--- src/rtl/cic_decim_mc.sv ---
// ----------------------------------------------------------------------------
// cic_decim_mc
//   Multi-channel CIC decimator. NCH lanes (e.g. I and Q) are filtered in
//   lockstep and share one decimation counter, one comb valid chain and one
//   output scaling path. The integrators are pipelined: every stage adds the
//   previous stage's registered value. The comb section runs one stage per
//   clock behind the decimation tick.
//
//   Optional feature macro: CIC_SAT_EN
//     defined   : the scaled output is clamped to the OUT_W signed range, and
//                 ovf is a sticky flag that is cleared by reset or sync_clr
//     undefined : the scaled output wraps to its low OUT_W bits, ovf = 0
//
// Ports
//   CLK        in   1            clock
//   RSTb       in   1            asynchronous active-low reset
//   sync_clr   in   1            synchronous clear of all datapath state
//   in_valid   in   1            input sample strobe
//   in_data    in   NCH*IN_W     signed samples, lane 0 in the LSBs
//   dec_rate   in   RATE_W       decimation factor minus one (R-1)
//   gain_sel   in   3            output scale, right shift = SHIFT_STEP*(7-gain_sel)
//   out_valid  out  1            one-cycle output strobe
//   out_data   out  NCH*OUT_W    signed decimated samples, held between strobes
//   ovf        out  1            sticky saturation flag (CIC_SAT_EN builds only)
// ----------------------------------------------------------------------------
module cic_decim_mc #(
  parameter int NCH        = 2,
  parameter int N_STAGES   = 3,
  parameter int IN_W       = 16,
  parameter int OUT_W      = 16,
  parameter int RATE_W     = 8,
  parameter int SHIFT_STEP = 4
) (
  input  logic                  CLK,
  input  logic                  RSTb,
  input  logic                  sync_clr,
  input  logic                  in_valid,
  input  logic [NCH*IN_W-1:0]   in_data,
  input  logic [RATE_W-1:0]     dec_rate,
  input  logic [2:0]            gain_sel,
  output logic                  out_valid,
  output logic [NCH*OUT_W-1:0]  out_data,
  output logic                  ovf
);

  localparam int ACC_W = IN_W + N_STAGES * RATE_W;
  localparam int SH_W  = 8;

  // ---------------------------------------------------------------------------
  // Decimation control
  // ---------------------------------------------------------------------------
  logic [RATE_W-1:0] count;
  logic [RATE_W-1:0] rate_q;
  logic              rate_pend;
  logic [RATE_W-1:0] rate_eff;
  logic              tick;
  logic              tick_q;

  // rate_pend marks the first cycle after reset release or sync_clr. In that
  // cycle the live dec_rate is used, so R counts as latched at release even
  // when a sample arrives in that same cycle.
  assign rate_eff = rate_pend ? dec_rate : rate_q;
  assign tick     = in_valid && (count == rate_eff);

  always_ff @(posedge CLK or negedge RSTb) begin
    if (!RSTb) begin
      count     <= '0;
      rate_q    <= '0;
      rate_pend <= 1'b1;
      tick_q    <= 1'b0;
    end else if (sync_clr) begin
      count     <= '0;
      rate_q    <= '0;
      rate_pend <= 1'b1;
      tick_q    <= 1'b0;
    end else begin
      rate_pend <= 1'b0;
      tick_q    <= tick;
      if (rate_pend) rate_q <= dec_rate;
      if (in_valid) begin
        if (tick) begin
          count  <= '0;
          rate_q <= dec_rate;
        end else begin
          count <= count + 1'b1;
        end
      end
    end
  end

  // ---------------------------------------------------------------------------
  // Integrators (pipelined cascade, modulo 2**ACC_W)
  // ---------------------------------------------------------------------------
  logic signed [ACC_W-1:0] integ  [NCH][N_STAGES];
  logic signed [ACC_W-1:0] int_x  [NCH][N_STAGES];
  logic signed [ACC_W-1:0] comb_c [NCH][N_STAGES];
  logic signed [ACC_W-1:0] comb_z [NCH][N_STAGES];
  logic signed [ACC_W-1:0] comb_x [NCH][N_STAGES];

  for (genvar l = 0; l < NCH; l++) begin : g_lane
    for (genvar k = 0; k < N_STAGES; k++) begin : g_stage
      if (k == 0) begin : g_first
        assign int_x[l][k]  = $signed({{(ACC_W-IN_W){in_data[l*IN_W+IN_W-1]}},
                                       in_data[l*IN_W +: IN_W]});
        assign comb_x[l][k] = integ[l][N_STAGES-1];
      end else begin : g_next
        assign int_x[l][k]  = integ[l][k-1];
        assign comb_x[l][k] = comb_c[l][k-1];
      end
    end
  end

  always_ff @(posedge CLK or negedge RSTb) begin
    if (!RSTb) begin
      for (int l = 0; l < NCH; l++)
        for (int k = 0; k < N_STAGES; k++)
          integ[l][k] <= '0;
    end else if (sync_clr) begin
      for (int l = 0; l < NCH; l++)
        for (int k = 0; k < N_STAGES; k++)
          integ[l][k] <= '0;
    end else if (in_valid) begin
      for (int l = 0; l < NCH; l++)
        for (int k = 0; k < N_STAGES; k++)
          integ[l][k] <= integ[l][k] + int_x[l][k];
    end
  end

  // ---------------------------------------------------------------------------
  // Comb pipeline: stage k fires on vchain[k]; vchain[N_STAGES] feeds output
  // ---------------------------------------------------------------------------
  logic [N_STAGES-1:0] comb_v;
  logic [N_STAGES:0]   vchain;

  assign vchain = {comb_v, tick_q};

  // Stage 0 reads integ directly one cycle after the tick. At that point integ
  // still holds the value produced by the ticking sample, because any newer
  // sample lands on the same edge that the comb stage samples.
  always_ff @(posedge CLK or negedge RSTb) begin
    if (!RSTb) begin
      comb_v <= '0;
      for (int l = 0; l < NCH; l++)
        for (int k = 0; k < N_STAGES; k++) begin
          comb_c[l][k] <= '0;
          comb_z[l][k] <= '0;
        end
    end else if (sync_clr) begin
      comb_v <= '0;
      for (int l = 0; l < NCH; l++)
        for (int k = 0; k < N_STAGES; k++) begin
          comb_c[l][k] <= '0;
          comb_z[l][k] <= '0;
        end
    end else begin
      comb_v <= vchain[N_STAGES-1:0];
      for (int l = 0; l < NCH; l++)
        for (int k = 0; k < N_STAGES; k++)
          if (vchain[k]) begin
            comb_c[l][k] <= comb_x[l][k] - comb_z[l][k];
            comb_z[l][k] <= comb_x[l][k];
          end
    end
  end

  // ---------------------------------------------------------------------------
  // Output scaling
  // ---------------------------------------------------------------------------
  logic [SH_W-1:0]  shamt;
  logic [OUT_W-1:0] lane_out [NCH];

  assign shamt = SH_W'(SHIFT_STEP) * SH_W'(3'd7 - gain_sel);

`ifdef CIC_SAT_EN
  localparam logic signed [ACC_W-1:0] Y_MAX =
    $signed({{(ACC_W-OUT_W+1){1'b0}}, {(OUT_W-1){1'b1}}});
  localparam logic signed [ACC_W-1:0] Y_MIN =
    $signed({{(ACC_W-OUT_W+1){1'b1}}, {(OUT_W-1){1'b0}}});

  logic signed [ACC_W-1:0] y_sh [NCH];
  logic                    sat_hit;
  logic                    ovf_q;

  always_comb begin
    sat_hit = 1'b0;
    for (int l = 0; l < NCH; l++) begin
      y_sh[l]     = comb_c[l][N_STAGES-1] >>> shamt;
      lane_out[l] = y_sh[l][OUT_W-1:0];
      if (y_sh[l] > Y_MAX) begin
        lane_out[l] = Y_MAX[OUT_W-1:0];
        sat_hit     = 1'b1;
      end else if (y_sh[l] < Y_MIN) begin
        lane_out[l] = Y_MIN[OUT_W-1:0];
        sat_hit     = 1'b1;
      end
    end
  end

  always_ff @(posedge CLK or negedge RSTb) begin
    if (!RSTb) begin
      ovf_q <= 1'b0;
    end else if (sync_clr) begin
      ovf_q <= 1'b0;
    end else if (vchain[N_STAGES] && sat_hit) begin
      ovf_q <= 1'b1;
    end
  end

  assign ovf = ovf_q;
`else
  always_comb begin
    for (int l = 0; l < NCH; l++)
      lane_out[l] = OUT_W'(comb_c[l][N_STAGES-1] >>> shamt);
  end

  assign ovf = 1'b0;
`endif

  always_ff @(posedge CLK or negedge RSTb) begin
    if (!RSTb) begin
      out_valid <= 1'b0;
      out_data  <= '0;
    end else if (sync_clr) begin
      out_valid <= 1'b0;
      out_data  <= '0;
    end else begin
      out_valid <= vchain[N_STAGES];
      if (vchain[N_STAGES])
        for (int l = 0; l < NCH; l++)
          out_data[l*OUT_W +: OUT_W] <= lane_out[l];
    end
  end

endmodule

--- config.mk ---
export PLATFORM = sky130hd
export DESIGN_NAME = cic_decim_mc
export DESIGN_NICKNAME = d
export VERILOG_FILES = /design/src/rtl/cic_decim_mc.sv
export SDC_FILE = /design/constraint.sdc
export NUM_CORES = 2
export LEC_CHECK = 0
export CORE_MARGIN = 2
export CORE_UTILIZATION = 51
export DETAILED_ROUTE_END_ITERATION = 16
export PLACE_DENSITY = 0.7
export SKIP_LAST_GASP = 1
export SLEW_MARGIN = 20
export SYNTH_ARGS = -nofsm -noshare
export SYNTH_HDL_FRONTEND = slang
export SYNTH_SLANG_ARGS = --single-unit
--- constraint.sdc ---
create_clock -name CLK -period 3.6 [get_ports CLK]
set_clock_uncertainty 0.2 [all_clocks]
set_input_delay 0.54 -clock CLK [delete_from_list [all_inputs] [get_ports CLK]]
set_output_delay 0.54 -clock CLK [all_outputs]
set_load 0.01 [all_outputs]
==> flow_summary.ini <==
[clock_tree]
cts_root_buf = clkbuf_16
clockBufferDepth = 3
clkSlewWorstSetupHoldPaths_ps = 60
clk_latency_ps = 650
cts_made_buffers = 88
htreeDepth = 3
numClockSinks = 774
cts_tree = built

[synthesis]
ys.flop_type = dfrtp_1
netlist-cell-type-count = 96
yosys.cell_count.top_type = nor2_1
ys_top_cells_by_count = nor2_1 (871), dfrtp_1 (773), mux2i_1 (570)
postSynthCellCount = 6266
synthAdderAreaFrac_pct = 10.9
synth_mux_area_share_pct = 11.4
syn_avg_cell_area_um2 = 8.95
netlist_area_um2 = 56100
yosys.area_share.simple_pct = 13.5
synth.area.top_cells = dfrtp_1 (35%), ha_1 (10%), mux2i_1 (10%)
ys_ff_latch = 774
ys_seq_area_share_pct = 34.5
yosys.area.top_type = dfrtp_1
synthArstFlopShare_pct = 100
synthesis.nets = 6794
synth_top_family_by_area = compound AO/OA/AOI/OAI gates
synth-compound-area-share_pct = 19.1
synth_edf_count = 0
synth_xor_area_share_pct = 6.33
synth-warning-count = 0
yosysTopAreaCellShare_pct = 34.5

[sta]
hold_viol = 0
worst_slew_pin_slew_ps = 986
drv_slew = 0
rsz0062_at_grt = yes
max_slew_margin_pct = 34.3
fmax_mhz = 282
hold_slack_ps = 62.2
post-route-period-util_pct = 98.4
fin_crit_ps = 3540
layout_setup_ws_ps = 56.9
finalSetupViolations = 0

[place]
place_congestion = 0.931
place_ws_ps = -514
port_buffers = 79
dpl.hpwl_um = 95300

[power_and_ir_drop]
leakage_nw = 30.4
comb_power_share_pct = 29.9
p_per_area_nw_per_um2 = 421
p_int_w = 0.0187
p_switching_w = 0.00840
ir_drop_mv = 0.311
p_sw_share_pct = 31.0
p_clk_share_pct = 34.7
seqPwrFrac_pct = 35.3

[detailed_routing]
wl_per_cell_um = 16.1
drtIter0Drc = 2503
drc = 0
ant_nets = 0
viasPerCell = 5.62
wirelength_um = 129000
detail_route.first_pass.iterations = 5
via_count = 45000

[critical_path]
reg2reg_from = int_x[3]$_DFFE_PN0P_
ff2ff_setup_slack_ps = 60
r2r_end = comb_x[119]$_DFFE_PN0P_
crit_path_start_kind = flop
endpoint_kind = flop
r2r_cells = 13
critPathKind = reg2reg
cp_slowest_cell = dfrtp_2
crit_fanout = 4
cpPeakStageDelay_ps = 460
path_cells = ha_4 -> buf_4 -> o21ai_1 -> o21bai_1 -> a21oi_2 -> o31ai_4 -> o211ai_2 -> o41ai_2 -> a41oi_2 -> o311ai_2 -> xnor2_1 -> or3_1 -> a21oi_1
critPathArrivalTime_ps = 3910
critPathRequiredTime_ps = 3970

[worst_hold_path]
hold_path_startpoint = sync_clr
hold_depth = 2
whs_endpoint = rate_q[7]$_DFF_PN0_
holdCritPathClass = in2reg

[grt]
grt_pass1_vias = 43100
grt_overflow = 0
grtUsageTotal_pct = 22.8
grt_max_degree = 154
grt_pass1_wl_um = 218000
grt_antenna_before_repair = 0

[floorplanning]
coreArea_um2 = 109000
chipHeight_um = 336
rows = 121
dieWidth_um = 336
start_util_pct = 51.4
die_area_um2 = 113000
pin_count = 81

[flow_run]
cap_viol_max_count = 0

[layout]
antenna_cells = 0
drive_above_1_share_pct = 11.0
nets = 7064
area_delta_synth_final_pct = 14.9

[run_status]
outcome = complete, no violations
cell families after synthesis:
family / count (synthesis)
and+or+nand+nor: 1718
other: 1
DFF: 774
xor gates and xnor gates: 405
AOI/OAI and AO/OA: 1653
adders and majority gates: 481
buffers and inverters: 630
muxes: 604
sequential cells by signal (all words and copies together), names as in the netlist:
name,cells
int_x,160
tick_q,1
comb_x,80
comb_v,3
rate_pend,1
comb_z,240
comb_c,240
count,8
out_valid,1
out_data,32
rate_q,8
critical path, delay by kind of cell, from the launching register on:
kind | cells | cell delay (ps)
adder cells (fa/ha/maj) | 1 | 290
AO/OA/AOI/OAI | 9 | 1980
XOR/XNOR | 1 | 140
AND/OR/NAND/NOR | 1 | 310
flip-flops | 1 | 460
buffers and inverters | 1 | 110
power groups by stage:
stage	registers (W)	clock network, W	logic [W]
after floorplan	0.00947	0	0.00559
after global placement	0.00969	0	0.00763
after detailed placement	0.00971	0	0.00777
after CTS	0.00956	0.00962	0.00784
after global routing	0.00962	0.00996	0.00902
final	0.00957	0.00941	0.00811
cell usage in the layout, fill, tap and decap left out, drive strengths merged, types with 18 or more instances in the layout:
| master | instances |
|---|---|
| xor2 | 146 |
| mux4 | 28 |
| buf | 370 |
| a211oi | 111 |
| mux2i | 570 |
| nor2 | 871 |
| o41ai | 18 |
| a21oi | 504 |
| o31ai | 31 |
| and2 | 18 |
| nor2b | 69 |
| o21a | 49 |
| clkdlybuf4s50 | 74 |
| xnor2 | 259 |
| o21bai | 72 |
| and3 | 58 |
| nand2b | 53 |
| a21o | 269 |
| nand2 | 361 |
| nand3 | 93 |
| o21ai | 316 |
| inv | 362 |
| nor3 | 58 |
| clkbuf | 126 |
| nand4 | 60 |
| o211ai | 28 |
| dfrtp | 773 |
| ha | 469 |
| a31oi | 58 |
stage by stage:
| stage | power (W) | std cells | setup TNS (ps) | cell area, um^2 | utilization, % |
|---|---|---|---|---|---|
| 2_1_floorplan | 0.0151 | 6266 | 0 | 56100 | - |
| 3_3_place_gp | 0.0173 | 7840 | -7640 | 60500 | 55.5 |
| 3_5_place_dp | 0.0175 | 7840 | -10000 | 60500 | 55.5 |
| 4_1_cts | 0.0270 | 7995 | -90.8 | 63700 | 58.4 |
| 5_1_grt | 0.0286 | 8013 | -673 | 64400 | 59.1 |
| 6_report | 0.0271 | 8013 | 0 | 64400 | 59.1 |
metal layers:
metal	GRT usage, %	wire length, um	up-vias
met2	36.0	56600	724
met4	5.11	2870	0
li1	-	-	22900
met5	0	0	-
met1	33.8	65900	21200
met3	2.32	3760	186
final cells by class:
cell class | count | area (um^2)
sequential | 774 | 19400
fill | 9587 | 44600
tap | 1414 | 1770
timing repair buffer | 446 | 3860
multi-input combinational | 4862 | 35000
clock inverter | 28 | 432
clock buffer | 125 | 2630
inverter | 364 | 1370
repair_timing:
action                     CTS  global route
resized for setup           23           123
pin swaps                    8            56
setup endpoints to repair   27            95
buffers inserted             1            19
hold endpoints to repair    70             0
hold buffers                 1             0
worst max path at each step:
| stage | start | end | slack [ps] | depth (start not counted) |
|---|---|---|---|---|
| 5_1_grt | comb_c[200]$_DFFE_PN0P_ | comb_c[196]$_DFFE_PN0P_ | -140 | 17 |
| 4_1_cts | comb_x[80]$_DFFE_PN0P_ | comb_x[118]$_DFFE_PN0P_ | -50 | 16 |
| 3_3_place_gp | in_data[16] | int_x[78]$_DFFE_PN0P_ | -490 | 16 |
| 6_report | int_x[3]$_DFFE_PN0P_ | comb_x[119]$_DFFE_PN0P_ | 60 | 13 |
| 3_5_place_dp | in_data[16] | int_x[78]$_DFFE_PN0P_ | -510 | 16 |
| 2_1_floorplan | in_data[0] | int_x[198]$_DFFE_PN0P_ | 40 | 13 |
(Power assumes the default switching activity.)
